$ cat src/rtl/ni_transmit_control_mc.sv
`default_nettype none
// =============================================================================
// Module  : ni_transmit_control_mc
// Brief   : Multi-channel credit-based NI transmit controller; round-robin
//           whole-packet arbitration with sticky per-channel tx_gone.
// Revision: 1.0
// =============================================================================

`ifndef COUNTERFLITWD
`define COUNTERFLITWD 4
`endif

module ni_transmit_control_mc #(
    parameter int NUM_CH      = 2,
    parameter int CH_W        = 1,
    parameter int CNT_W       = `COUNTERFLITWD,
    parameter int MAX_CREDITS = 4,
    parameter int CREDIT_W    = 3
) (
    input  logic                    clk,
    input  logic                    rst_n,
    input  logic [NUM_CH-1:0]       send_message,
    input  logic [NUM_CH*CNT_W-1:0] num_flit_to_transmit,
    input  logic                    stall,
    input  logic [NUM_CH-1:0]       credit_in,
    input  logic                    last_clock_beat,
    output logic                    valid,
    output logic [CH_W-1:0]         flit_ch,
    output logic [CNT_W-1:0]        flit_counter,
    output logic                    head,
    output logic                    tail,
    output logic [NUM_CH-1:0]       tx_gone,
    output logic                    busy
);

    localparam logic [CREDIT_W-1:0] C_MAX_CREDIT = CREDIT_W'(MAX_CREDITS);

    typedef enum logic [0:0] {
        ST_IDLE = 1'b0,
        ST_SEND = 1'b1
    } state_t;

    state_t              r_state;
    state_t              w_state_nxt;
    logic [CH_W-1:0]     r_cur_ch;
    logic [CH_W-1:0]     r_rr_ptr;
    logic [CH_W-1:0]     w_grant_ch;
    logic [CNT_W-1:0]    r_cur_len;
    logic [CNT_W-1:0]    r_flit_counter;
    logic [NUM_CH-1:0]   r_gone;
    logic [NUM_CH-1:0]   w_elig;
    logic [NUM_CH-1:0]   w_tail_bits;
    logic [NUM_CH-1:0]   w_credit_nz;
    logic                w_grant;
    logic                w_last_flit;

    for (genvar i = 0; i < NUM_CH; i++) begin : g_elig
        assign w_elig[i] = send_message[i] & ~r_gone[i]
                         & (num_flit_to_transmit[i*CNT_W +: CNT_W] != '0);
    end

    // Round-robin search starts one past the last granted channel.
    always_comb begin
        w_grant    = 1'b0;
        w_grant_ch = '0;
        for (int k = 1; k <= NUM_CH; k++) begin
            if (!w_grant && w_elig[(int'(r_rr_ptr) + k) % NUM_CH]) begin
                w_grant    = 1'b1;
                w_grant_ch = CH_W'((int'(r_rr_ptr) + k) % NUM_CH);
            end
        end
    end

    assign w_last_flit  = (r_flit_counter == r_cur_len - CNT_W'(1));
    assign valid        = (r_state == ST_SEND) && !stall && w_credit_nz[r_cur_ch];
    assign head         = valid && (r_flit_counter == '0);
    assign tail         = valid && w_last_flit;
    assign w_tail_bits  = tail ? (NUM_CH'(1) << r_cur_ch) : '0;
    assign tx_gone      = r_gone | w_tail_bits;
    assign busy         = (r_state == ST_SEND);
    assign flit_ch      = r_cur_ch;
    assign flit_counter = r_flit_counter;

    always_ff @(posedge clk or negedge rst_n) begin
        if (!rst_n) r_state <= ST_IDLE;
        else        r_state <= w_state_nxt;
    end

    always_comb begin
        w_state_nxt = r_state;
        case (r_state)
            ST_IDLE: if (w_grant) w_state_nxt = ST_SEND;
            ST_SEND: if (tail)    w_state_nxt = ST_IDLE;
            default:              w_state_nxt = ST_IDLE;
        endcase
    end

    always_ff @(posedge clk or negedge rst_n) begin
        if (!rst_n) begin
            r_cur_ch       <= '0;
            r_cur_len      <= '0;
            r_flit_counter <= '0;
            r_rr_ptr       <= CH_W'(NUM_CH - 1);
            r_gone         <= '0;
        end else begin
            if (r_state == ST_IDLE && w_grant) begin
                r_cur_ch       <= w_grant_ch;
                r_cur_len      <= num_flit_to_transmit[int'(w_grant_ch)*CNT_W +: CNT_W];
                r_rr_ptr       <= w_grant_ch;
                r_flit_counter <= '0;
            end else if (valid) begin
                r_flit_counter <= w_last_flit ? '0 : r_flit_counter + CNT_W'(1);
            end
            // A tail on a last_clock_beat cycle is visible only combinationally.
            r_gone <= last_clock_beat ? '0 : (r_gone | w_tail_bits);
        end
    end

    for (genvar i = 0; i < NUM_CH; i++) begin : g_credit
        logic [CREDIT_W-1:0] r_credit;
        logic                w_spend;

        assign w_spend        = valid && (r_cur_ch == CH_W'(i));
        assign w_credit_nz[i] = (r_credit != '0);

        always_ff @(posedge clk or negedge rst_n) begin
            if (!rst_n) begin
                r_credit <= C_MAX_CREDIT;
            end else if (w_spend && !credit_in[i]) begin
                r_credit <= r_credit - CREDIT_W'(1);
            end else if (!w_spend && credit_in[i] && r_credit != C_MAX_CREDIT) begin
                r_credit <= r_credit + CREDIT_W'(1);
            end
        end
    end

endmodule

`default_nettype wire
$ cat config.mk
export PLATFORM = sky130hd
export DESIGN_NAME = ni_transmit_control_mc
export DESIGN_NICKNAME = d
export VERILOG_FILES = /design/src/rtl/ni_transmit_control_mc.sv
export SDC_FILE = /design/constraint.sdc
export NUM_CORES = 1
export LEC_CHECK = 0
export BUFFER_PORTS_ARGS = -buffer_cell sky130_fd_sc_hd__buf_4
export CAP_MARGIN = 20
export CELL_PAD_IN_SITES_DETAIL_PLACEMENT = 1
export CELL_PAD_IN_SITES_GLOBAL_PLACEMENT = 1
export CORE_UTILIZATION = 40
export DETAILED_ROUTE_END_ITERATION = 16
export PLACE_DENSITY = 0.8
export SLEW_MARGIN = 20
export SYNTH_ARGS = -nofsm -noshare
export SYNTH_HDL_FRONTEND = slang
export SYNTH_SLANG_ARGS = --single-unit
$ cat constraint.sdc
create_clock -name clk -period 4.36 [get_ports clk]
set_clock_uncertainty 0.05 [all_clocks]
set_input_delay 0.872 -clock clk [delete_from_list [all_inputs] [get_ports clk]]
set_output_delay 0.872 -clock clk [all_outputs]
set_load 0.005 [all_outputs]
==> reports/metrics.csv, run 1 <==
stage,metric,value,unit
detailed_routing,wire per inst,17.0,µm
yosys,"top cells by count, synth","inv_1, dfrtp_1, a21oi_1, nand3_1, o21ai_0",
critical_path,crit-path max FO,7,
detailed_routing,drt pass-1 iters,4,
critical_path,r2r setup slk,1540,ps
clock_tree,clock insertion delay at the later pin of the skew report,310,ps
sta,"Slew Viols, Final",0,
clock_tree,clock root cell,clkbuf_4,
clock_tree,CTS tree,built,
floorplan,# IOs,27,
clock_tree,"Hold-fix buffers, CTS",0,
global_route,largest net degree at the start of global routing,20,
global_route,gr usage total,22.3,%
detailed_routing,final WL,3640,µm
detailed_routing,Vias/cell,5.78,
flow_run,Max-Cap Viols,0,
placement,Post-DP HPWL,2810,µm
yosys,Simple-Gate Fraction of Synth Area,20.9,%
finish,fin nets,192,
sta,Max Clock Freq,0.294,GHz
floorplan,Starting Density,43.4,%
critical_path,RR Startpoint,g_credit[0].r_credit[2],
yosys,top cell type's share of synthesized area,29.3,%
yosys,register bit total from synthesis,19,
yosys,Mapped Avg Cell Area,9.37,µm²
yosys,syn nets,167,
global_route,total gr overflow,0,
critical_path,crit path max-delay cell type,or3_1,
critical_path,Worst setup EP type,primary output,
floorplan,die width,60.5,µm
critical_path,crit-path max cell delay,550,ps
yosys,Adder-Cell Fraction of Synth Area,5.67,%
yosys,compound-cell area share of the yosys netlist,22.1,%
detailed_routing,Final ANT Viol Nets,0,
floorplan,Core Area,3150,µm²
finish,diode count,0,
global_route,number of global-route vias before repair,1256,
critical_path,arrival time worst endpoint,2480,ps
yosys,Synth Flop Type,dfrtp_1,
yosys,post-synthesis mux area share,2.65,%
yosys,Yosys top cell by area,dfrtp_1,
finish,fillers,393,
clock_tree,H-tree depth reported by CTS,1,
placement,PortBufs,26,
finish,synthesis-to-layout area growth,17.9,%
detailed_routing,DRC errors left,0,
yosys,Yosys cell types,49,
clock_tree,largest buffer count on any clock path,2,
critical_path,CP cell instances,"buf_4, nand2b_1, or3_1, nor4_1, or2_1, buf_4",
yosys,main combinational cell family by area after synthesis,compound AO/OA/AOI/OAI gates,
critical_path,R2R depth,7,
floorplan,FP Rows,20,
sta,fin crit share,78.1,%
yosys,ys async rst share,100,%
yosys,Post-Synth XOR/XNOR Area,6.13,%
yosys,dominant cell by count in the synthesized netlist,inv_1,
floorplan,die footprint,3660,µm²
global_route,first-pass GRT wire length,6090,µm
clock_tree,Worst-path clk slew,130,ps
sta,Max-Slew Margin vs Limit,46.2,%
yosys,Post-synth EDFFs,0,
sta,Tightest Pin Transition,801,ps
clock_tree,clock sinks,19,
pwr,Peak supply drop,252,µV
detailed_routing,Iter 0 DRT Violations,45,
pwr,Leakage,0.706,nW
floorplan,Die Y,60.5,µm
clock_tree,"Setup Fix Bufs, Post-CTS",0,
pwr,P per Cell Area,675,nW/µm²
finish,share of cells above drive strength 1,25.9,%
placement,Inst Count DP,210,
sta,Fin Setup TNS,0,ps
placement,RePlAce Congestion,0.828,
sta,final setup fails,0,
detailed_routing,routed via count,1237,
outcome,status,finished clean,
sta,RSZ-0062 raised after global routing,false,
global_route,initial antenna violation count,0,
yosys,post-synth design cell area,1370,µm²
critical_path,Worst EP required,3440,ps
hold_path,Hold WC Path Type,in -> async,
sta,fin crit period,3410,ps
clock_tree,cts repair resizes,0,
sta,final hold violation count,0,
finish,Layout Cells excl Fill,214,
yosys,Synth area leaders,"dfrtp_1, dfstp_2, inv_1, a21oi_1, nand3_1",
critical_path,crit path kind,in -> out,
critical_path,CP Launch Type,input pin,
clock_tree,cts bufs inserted,3,
critical_path,Worst path most repeated cell,buf_4,
yosys,Syn. warnings,0,
critical_path,RR Endpoint,g_credit[1].r_credit[2],
yosys,post-synthesis sequential area ratio,35.0,%
yosys,Mapped Cells,146,
[metal layers]
metal	global-route usage (%)	part of all wire (%)
met1	29.0	45
met2	40.2	51
met3	2.56	2.4
met4	3.90	0.71
met5	0	0
[where the power goes]
part,switching [mW],internal (mW)
clock,0.0660,0.0350
sequential,0.124,0.266
combinational,0.320,0.279
total,0.510,0.579
[critical path, delay by kind of cell]
family	cells	cell delay, ps
buffers and inverters	2	210
AND/OR/NAND/NOR	4	1390
[layout by cell type, fill, tap and decap left out, types with 4 or more instances in the layout]
cell,n
xnor2_1,4
a31oi_1,5
a21oi_1,9
nand2_1,5
inv_1,17
nand3_1,9
o21ai_0,9
buf_4,26
nor3_1,5
or3_1,4
dfrtp_1,16
[sequential cells by signal, summed over array words and instances (netlist names)]
register           cells
g_credit.r_credit      6
flit_counter           4
r_cur_len              4
r_gone                 2
busy                   1
flit_ch                1
r_rr_ptr               1
[stage by stage]
step / util [%] / cell area, µm² / setup WS, ps / power, mW / hold slack [ps]
after floorplan: - / 1370 / 1340 / 0.801 / 445
after global placement: 50.2 / 1580 / 1060 / 0.946 / 465
after detailed placement: 50.2 / 1580 / 988 / 0.989 / 499
after CTS: 51.2 / 1610 / 981 / 1.09 / 371
after global routing: 51.2 / 1610 / 901 / 1.19 / 362
final: 51.2 / 1610 / 955 / 1.09 / 355
[cell type report]
type / instances / area (µm²) / area share, %
Inverter: 18 / 67.6 / 4.19
Multi-Input combinational cell: 103 / 786 / 48.7
Clock inverter: 1 / 7.51 / 0.465
Sequential cell: 19 / 479 / 29.7
Clock buffer: 3 / 22.5 / 1.40
Tap cell: 44 / 55.1 / 3.41
Timing Repair Buffer: 26 / 195 / 12.1
[cell families (layout without fill, tap and decap cells)]
kind of cell | after synthesis | count (layout)
AO/OA/AOI/OAI | 45 | 45
AND/OR/NAND/NOR | 42 | 42
buffers and inverters | 24 | 48
flip-flops | 19 | 19
XOR/XNOR | 8 | 8
adder cells (fa/ha/maj) | 5 | 5
multiplexers | 3 | 3
[how the worst max path moves through the flow]
stage	slack [ps]	startpoint	end	depth (start not counted)
2_1_floorplan	1340	stall	g_credit[1].r_credit[2]	8
3_3_place_gp	1060	stall	tx_gone[1]	6
3_5_place_dp	990	stall	tx_gone[1]	6
4_1_cts	980	stall	tx_gone[1]	6
5_1_grt	900	stall	tx_gone[1]	6
6_report	950	stall	tx_gone[1]	6
Power figures use the tool's default switching activity.
==> run 2, diff against run 1 <==
Settings changed: CORE_UTILIZATION 40 to 37, PLACE_DENSITY 0.8 to 0.78.
Clock period 4.36 ns to 3.1 ns, I/O delays scaled along.
==> run 2 against run 1 <==
Against the previous run:
- worst hold slack got worse by 190 ps
- via count rose by 0.57%
- flip-flop and latch count did not move
- sequential power rose by 42%
- non-clock buffer count rose by 3
- core utilization fell by 3.1 points
- setup slack got worse by 640 ps
- highest routed layer unchanged
==> reports/metrics.csv, run 2 (same netlist as run 1, synthesis figures left out) <==
stage,metric,value,unit,change
critical_path,crit-path leading delay family,simple AND/OR/NAND/NOR gates,,
pwr,P per Cell Area,983,nW/µm²,+46%
pwr,share of power burned in registers,34.1,%,-1.6 points
clock_tree,clock insertion delay at the later pin of the skew report,260,ps,-50 ps
pwr,switching part of the total,44.9,%,-1.9 points
placement,placed inst area,1610,µm²,+1.6%
outcome,status,finished clean,,
critical_path,crit path max-delay cell type,or3_1,,
pwr,Peak supply drop,262,µV,+3.6%
critical_path,Worst EP required,2430,ps,-1010 ps
finish,register name with the most flops,g_credit.r_credit,,
detailed_routing,final WL,3780,µm,+3.8%
floorplan,Starting Density,39.7,%,-3.6 points
global_route,gr usage total,21.8,%,-0.51 points
finish,Largest register FFs,6,,unchanged
critical_path,CP cell instances,"buf_4, nand2b_1, or3_1, buf_4, nor4b_1, buf_4",,
sta,final setup fails,0,,unchanged
floorplan,# IOs,27,,unchanged
floorplan,die footprint,3940,µm²,+7.8%
placement,Post-DP HPWL,2980,µm,+6.2%
clock_tree,Worst-path clk slew,70,ps,-60 ps
clock_tree,largest buffer count on any clock path,2,,unchanged
critical_path,CP Buf/Inv Count,3,,+1
critical_path,crit-path max FO,7,,unchanged
floorplan,Core Area,3440,µm²,+9.2%
global_route,number of global-route vias before repair,1399,,+11%
placement,PortBufs,26,,unchanged
pwr,Clock power frac,11.1,%,+1.8 points
finish,synthesis-to-layout area growth,20.9,%,
detailed_routing,wire per inst,17.3,µm,+1.4%
pwr,Power Total,1.63,mW,+49%
finish,fin area,1650,µm²,+2.5%
detailed_routing,routed via count,1244,,+0.57%
finish,fin nets,195,,+1.6%
detailed_routing,DRC errors left,0,,unchanged
clock_tree,clock root cell,clkbuf_8,,
finish,fin util,48.0,%,-3.1 points
clock_tree,"Setup Fix Bufs, Post-CTS",0,,unchanged
critical_path,CP Launch Type,input pin,,
global_route,largest net degree at the start of global routing,20,,unchanged
detailed_routing,Vias/cell,5.68,,-1.7%
sta,fin crit share,89.8,%,
clock_tree,clock sinks,19,,unchanged
sta,final hold violation count,0,,unchanged
clock_tree,"Hold-fix buffers, CTS",0,,unchanged
finish,share of cells above drive strength 1,26.6,%,+0.71 points
global_route,first-pass GRT wire length,6610,µm,+8.6%
clock_tree,CTS tree,built,,
flow_run,Max-Cap Viols,0,,unchanged
critical_path,crit-path max cell delay,470,ps,-80 ps
sta,Fin Setup TNS,0,ps,unchanged
clock_tree,H-tree depth reported by CTS,1,,unchanged
global_route,initial antenna violation count,0,,unchanged
pwr,Leakage,0.730,nW,+3.3%
finish,most frequent cells in the layout,"buf_4, inv_1, dfrtp_1",,
floorplan,FP Rows,21,,+5.0%
floorplan,Die Y,62.8,µm,+3.8%
sta,fin crit period,2790,ps,
critical_path,crit path kind,in -> out,,
sta,RSZ-0062 raised after global routing,false,,
clock_tree,cts repair resizes,0,,unchanged
critical_path,Worst setup EP type,primary output,,
sta,Max Clock Freq,0.359,GHz,
sta,Tightest Pin Transition,494,ps,-307 ps
hold_path,Hold WC Path Type,in -> async,,
clock_tree,cts bufs inserted,3,,unchanged
floorplan,die width,62.8,µm,+3.8%
pwr,combinational power share,54.8,%,-0.2 points
critical_path,Worst path most repeated cell,buf_4,,
detailed_routing,Final ANT Viol Nets,0,,unchanged
detailed_routing,Iter 0 DRT Violations,49,,+8.9%
pwr,Internal Power,895,µW,+55%
sta,"Slew Viols, Final",0,,unchanged
finish,diode count,0,,unchanged
sta,Max-Slew Margin vs Limit,66.8,%,+21 points
placement,RePlAce Congestion,0.744,,-10%
global_route,total gr overflow,0,,unchanged
finish,"most common cell after layout, fill and taps aside",buf_4,,
critical_path,arrival time worst endpoint,2120,ps,-360 ps
detailed_routing,drt pass-1 iters,4,,unchanged
pwr,Net Sw Power,730,µW,+43%
run 2: worst paths after layout:
kind	end	depth (start not counted)	from	slack, ps
max	head	6	stall	310
min	flit_counter[2]	1	rst_n	170
max reg2reg	g_credit[1].r_credit[2]	7	flit_ch	510
min reg2reg	r_gone[1]	1	r_gone[1]	530
max in group asynchronous	r_rr_ptr	1	rst_n	2570
min in group clk	r_gone[0]	2	last_clock_beat	460
run 2: metrics by stage:
stage	worst slack, ps	std cells	hold WS, ps
2_1_floorplan	336	146	274
3_3_place_gp	286	215	459
3_5_place_dp	208	215	462
4_1_cts	324	219	174
5_1_grt	114	219	186
6_report	315	219	168
run 2: cell type report:
class / count / area (µm²)
clock buffers: 4 / 45.0
repair buffers: 29 / 218
flip-flops and latches: 19 / 479
multi-input cells: 103 / 786
inverters: 18 / 67.6
well taps: 46 / 57.6
fillers: 417 / 1790
run 2: power groups by stage:
stage | combinational, mW | clock (mW) | sequential [mW]
2_1_floorplan | 0.645 | 0 | 0.482
3_3_place_gp | 0.826 | 0 | 0.537
3_5_place_dp | 0.886 | 0 | 0.558
4_1_cts | 0.896 | 0.185 | 0.552
5_1_grt | 0.990 | 0.194 | 0.573
6_report | 0.891 | 0.180 | 0.554
run 2: routing by layer:
metal	vias to the layer above	global-route usage (%)	wire length, µm
li1	588	-	-
met1	624	23.2	1530
met2	28	41.6	2100
met3	4	2.92	102
met4	0	10.5	55
met5	-	0	0
==> run 3, diff against run 2 <==
Settings changed: RECOVER_POWER set to 100, SETUP_SLACK_MARGIN set to 0.02, SKIP_LAST_GASP set to 1.
==> run 3 against run 2 <==
Against the previous run:
- global-route usage unchanged
- worst hold slack improved by 290 ps
- maximum frequency decreased by 1.5%
- clock-buffer cell count unchanged
- non-clock buffer count unchanged
- wire length increased by 0.19%
- clock power increased by 2%
- register-to-register slack about the same
- combinational power decreased by 4.7%
- core utilization decreased by 1.1 points
- die area unchanged
- critical path type unchanged
==> reports/metrics.csv, run 3 (same netlist as run 1, synthesis figures left out) <==
stage,metric,value,unit,change
clock_tree,cts bufs inserted,3,,unchanged
sta,RSZ-0062 raised after global routing,false,,
clock_tree,clock root cell,clkbuf_8,,
clock_tree,clock sinks,19,,unchanged
finish,fin nets,195,,unchanged
finish,synthesis-to-layout area growth,18.0,%,
finish,fillers,422,,+1.2%
detailed_routing,routed wl met2,2060,µm,-1.6%
critical_path,arrival time worst endpoint,2160,ps,+40 ps
critical_path,crit path kind,in -> out,,
detailed_routing,final WL,3790,µm,+0.19%
finish,register name with the most flops,g_credit.r_credit,,
global_route,number of global-route vias before repair,1399,,unchanged
floorplan,FP Rows,21,,unchanged
global_route,first-pass GRT wire length,6610,µm,unchanged
detailed_routing,Iter 0 DRT Violations,66,,+35%
critical_path,R2R depth,7,,unchanged
finish,"most common cell after layout, fill and taps aside",inv_1,,
clock_tree,CTS tree,built,,
clock_tree,cts repair resizes,0,,unchanged
floorplan,# IOs,27,,unchanged
sta,fin crit period,2830,ps,+43.5 ps
clock_tree,Worst-path clk slew,70,ps,about the same
placement,Post-DP HPWL,2980,µm,unchanged
critical_path,r2r setup slk,500,ps,about the same
finish,Largest register FFs,6,,unchanged
pwr,Peak supply drop,259,µV,-0.98%
global_route,total gr overflow,0,,unchanged
sta,fin crit share,91.2,%,+1.4 points
sta,final hold slack,456,ps,+289 ps
finish,fin area,1610,µm²,-2.3%
outcome,status,finished clean,,
detailed_routing,met3 routed WL,106,µm,+3.9%
clock_tree,clock insertion delay at the later pin of the skew report,270,ps,about the same
finish,share of cells above drive strength 1,20.8,%,-5.8 points
critical_path,CP Launch Type,input pin,,
clock_tree,"Setup Fix Bufs, Post-CTS",0,,unchanged
pwr,P per Cell Area,983,nW/µm²,about the same
critical_path,Worst EP required,2430,ps,about the same
detailed_routing,DRC errors left,0,,unchanged
floorplan,die width,62.8,µm,unchanged
placement,RePlAce Congestion,0.744,,unchanged
placement,Place WS,208,ps,unchanged
sta,Max-Slew Margin vs Limit,31.1,%,-36 points
sta,worst setup margin,271,ps,-43.5 ps
sta,Tightest Pin Transition,1030,ps,+539 ps
finish,most frequent cells in the layout,"inv_1, buf_4, dfrtp_1",,
detailed_routing,Vias/cell,5.67,,-0.16%
sta,Fin Setup TNS,0,ps,unchanged
placement,PortBufs,26,,unchanged
global_route,largest net degree at the start of global routing,20,,unchanged
pwr,Leakage,0.704,nW,-3.5%
floorplan,Core Area,3440,µm²,unchanged
sta,"Slew Viols, Final",0,,unchanged
detailed_routing,routed via count,1242,,-0.16%
detailed_routing,M1 WL,1550,µm,+1.4%
clock_tree,largest buffer count on any clock path,2,,unchanged
sta,final hold violation count,0,,unchanged
sta,final setup fails,0,,unchanged
finish,diode count,0,,unchanged
global_route,gr usage total,21.8,%,unchanged
hold_path,Hold WC Path Type,in -> async,,
detailed_routing,uppermost layer routed,met4,,
critical_path,Worst setup EP type,primary output,,
floorplan,die footprint,3940,µm²,unchanged
detailed_routing,drt pass-1 iters,4,,unchanged
flow_run,Max-Cap Viols,0,,unchanged
critical_path,crit-path max FO,7,,unchanged
detailed_routing,wire per inst,17.3,µm,+0.19%
floorplan,Die Y,62.8,µm,unchanged
floorplan,Starting Density,39.7,%,unchanged
global_route,initial antenna violation count,0,,unchanged
detailed_routing,Final ANT Viol Nets,0,,unchanged
clock_tree,"Hold-fix buffers, CTS",0,,unchanged
sta,Max Clock Freq,0.354,GHz,-1.5%
placement,placed inst area,1610,µm²,unchanged
clock_tree,H-tree depth reported by CTS,1,,unchanged
[run 3: report_power, final]
group	total, mW	leakage [nW]	switching, mW	internal [mW]
clock	0.184	0.0228	0.0922	0.0919
sequential	0.553	0.224	0.178	0.375
combinational	0.849	0.457	0.450	0.399
[run 3: final cells by class]
| class | count | area (µm²) | area share (%) |
|---|---|---|---|
| flip-flops and latches | 19 | 479 | 29.7 |
| well taps | 46 | 57.6 | 3.57 |
| multi-input cells | 103 | 758 | 47.0 |
| clock buffers | 4 | 45.0 | 2.79 |
| repair buffers | 29 | 206 | 12.8 |
| inverters | 18 | 67.6 | 4.19 |
[run 3: path summary, 6_finish.rpt]
| kind | endpoint | startpoint |
|---|---|---|
| max | tail | stall |
| min | flit_counter[2] | rst_n |
| max reg2reg | g_credit[1].r_credit[2] | flit_ch |
| min reg2reg | r_gone[1] | r_gone[1] |
| max in group asynchronous | r_gone[0] | rst_n |
| min in group clk | r_gone[0] | last_clock_beat |
[run 3: metal layers]
layer,vias to the layer above,global-route usage (%)
met1,622,23.2
met4,0,10.5
met5,-,0
li1,589,-
met3,5,2.92
met2,26,41.6
[run 3: per-stage QoR]
stage	utilization [%]	total power, mW	cells
3_5_place_dp	46.7	1.44	215
3_3_place_gp	46.7	1.36	215
5_1_grt	46.9	1.72	219
2_1_floorplan	-	1.13	146
4_1_cts	48.0	1.63	219
6_report	46.9	1.59	219
[run 3: worst max-delay path, stage by stage]
cell and delay [ps]:
clkbuf_4 120, nand2b_1 230, or3_1 450, clkbuf_1 170, nor3_1 380, buf_4 180
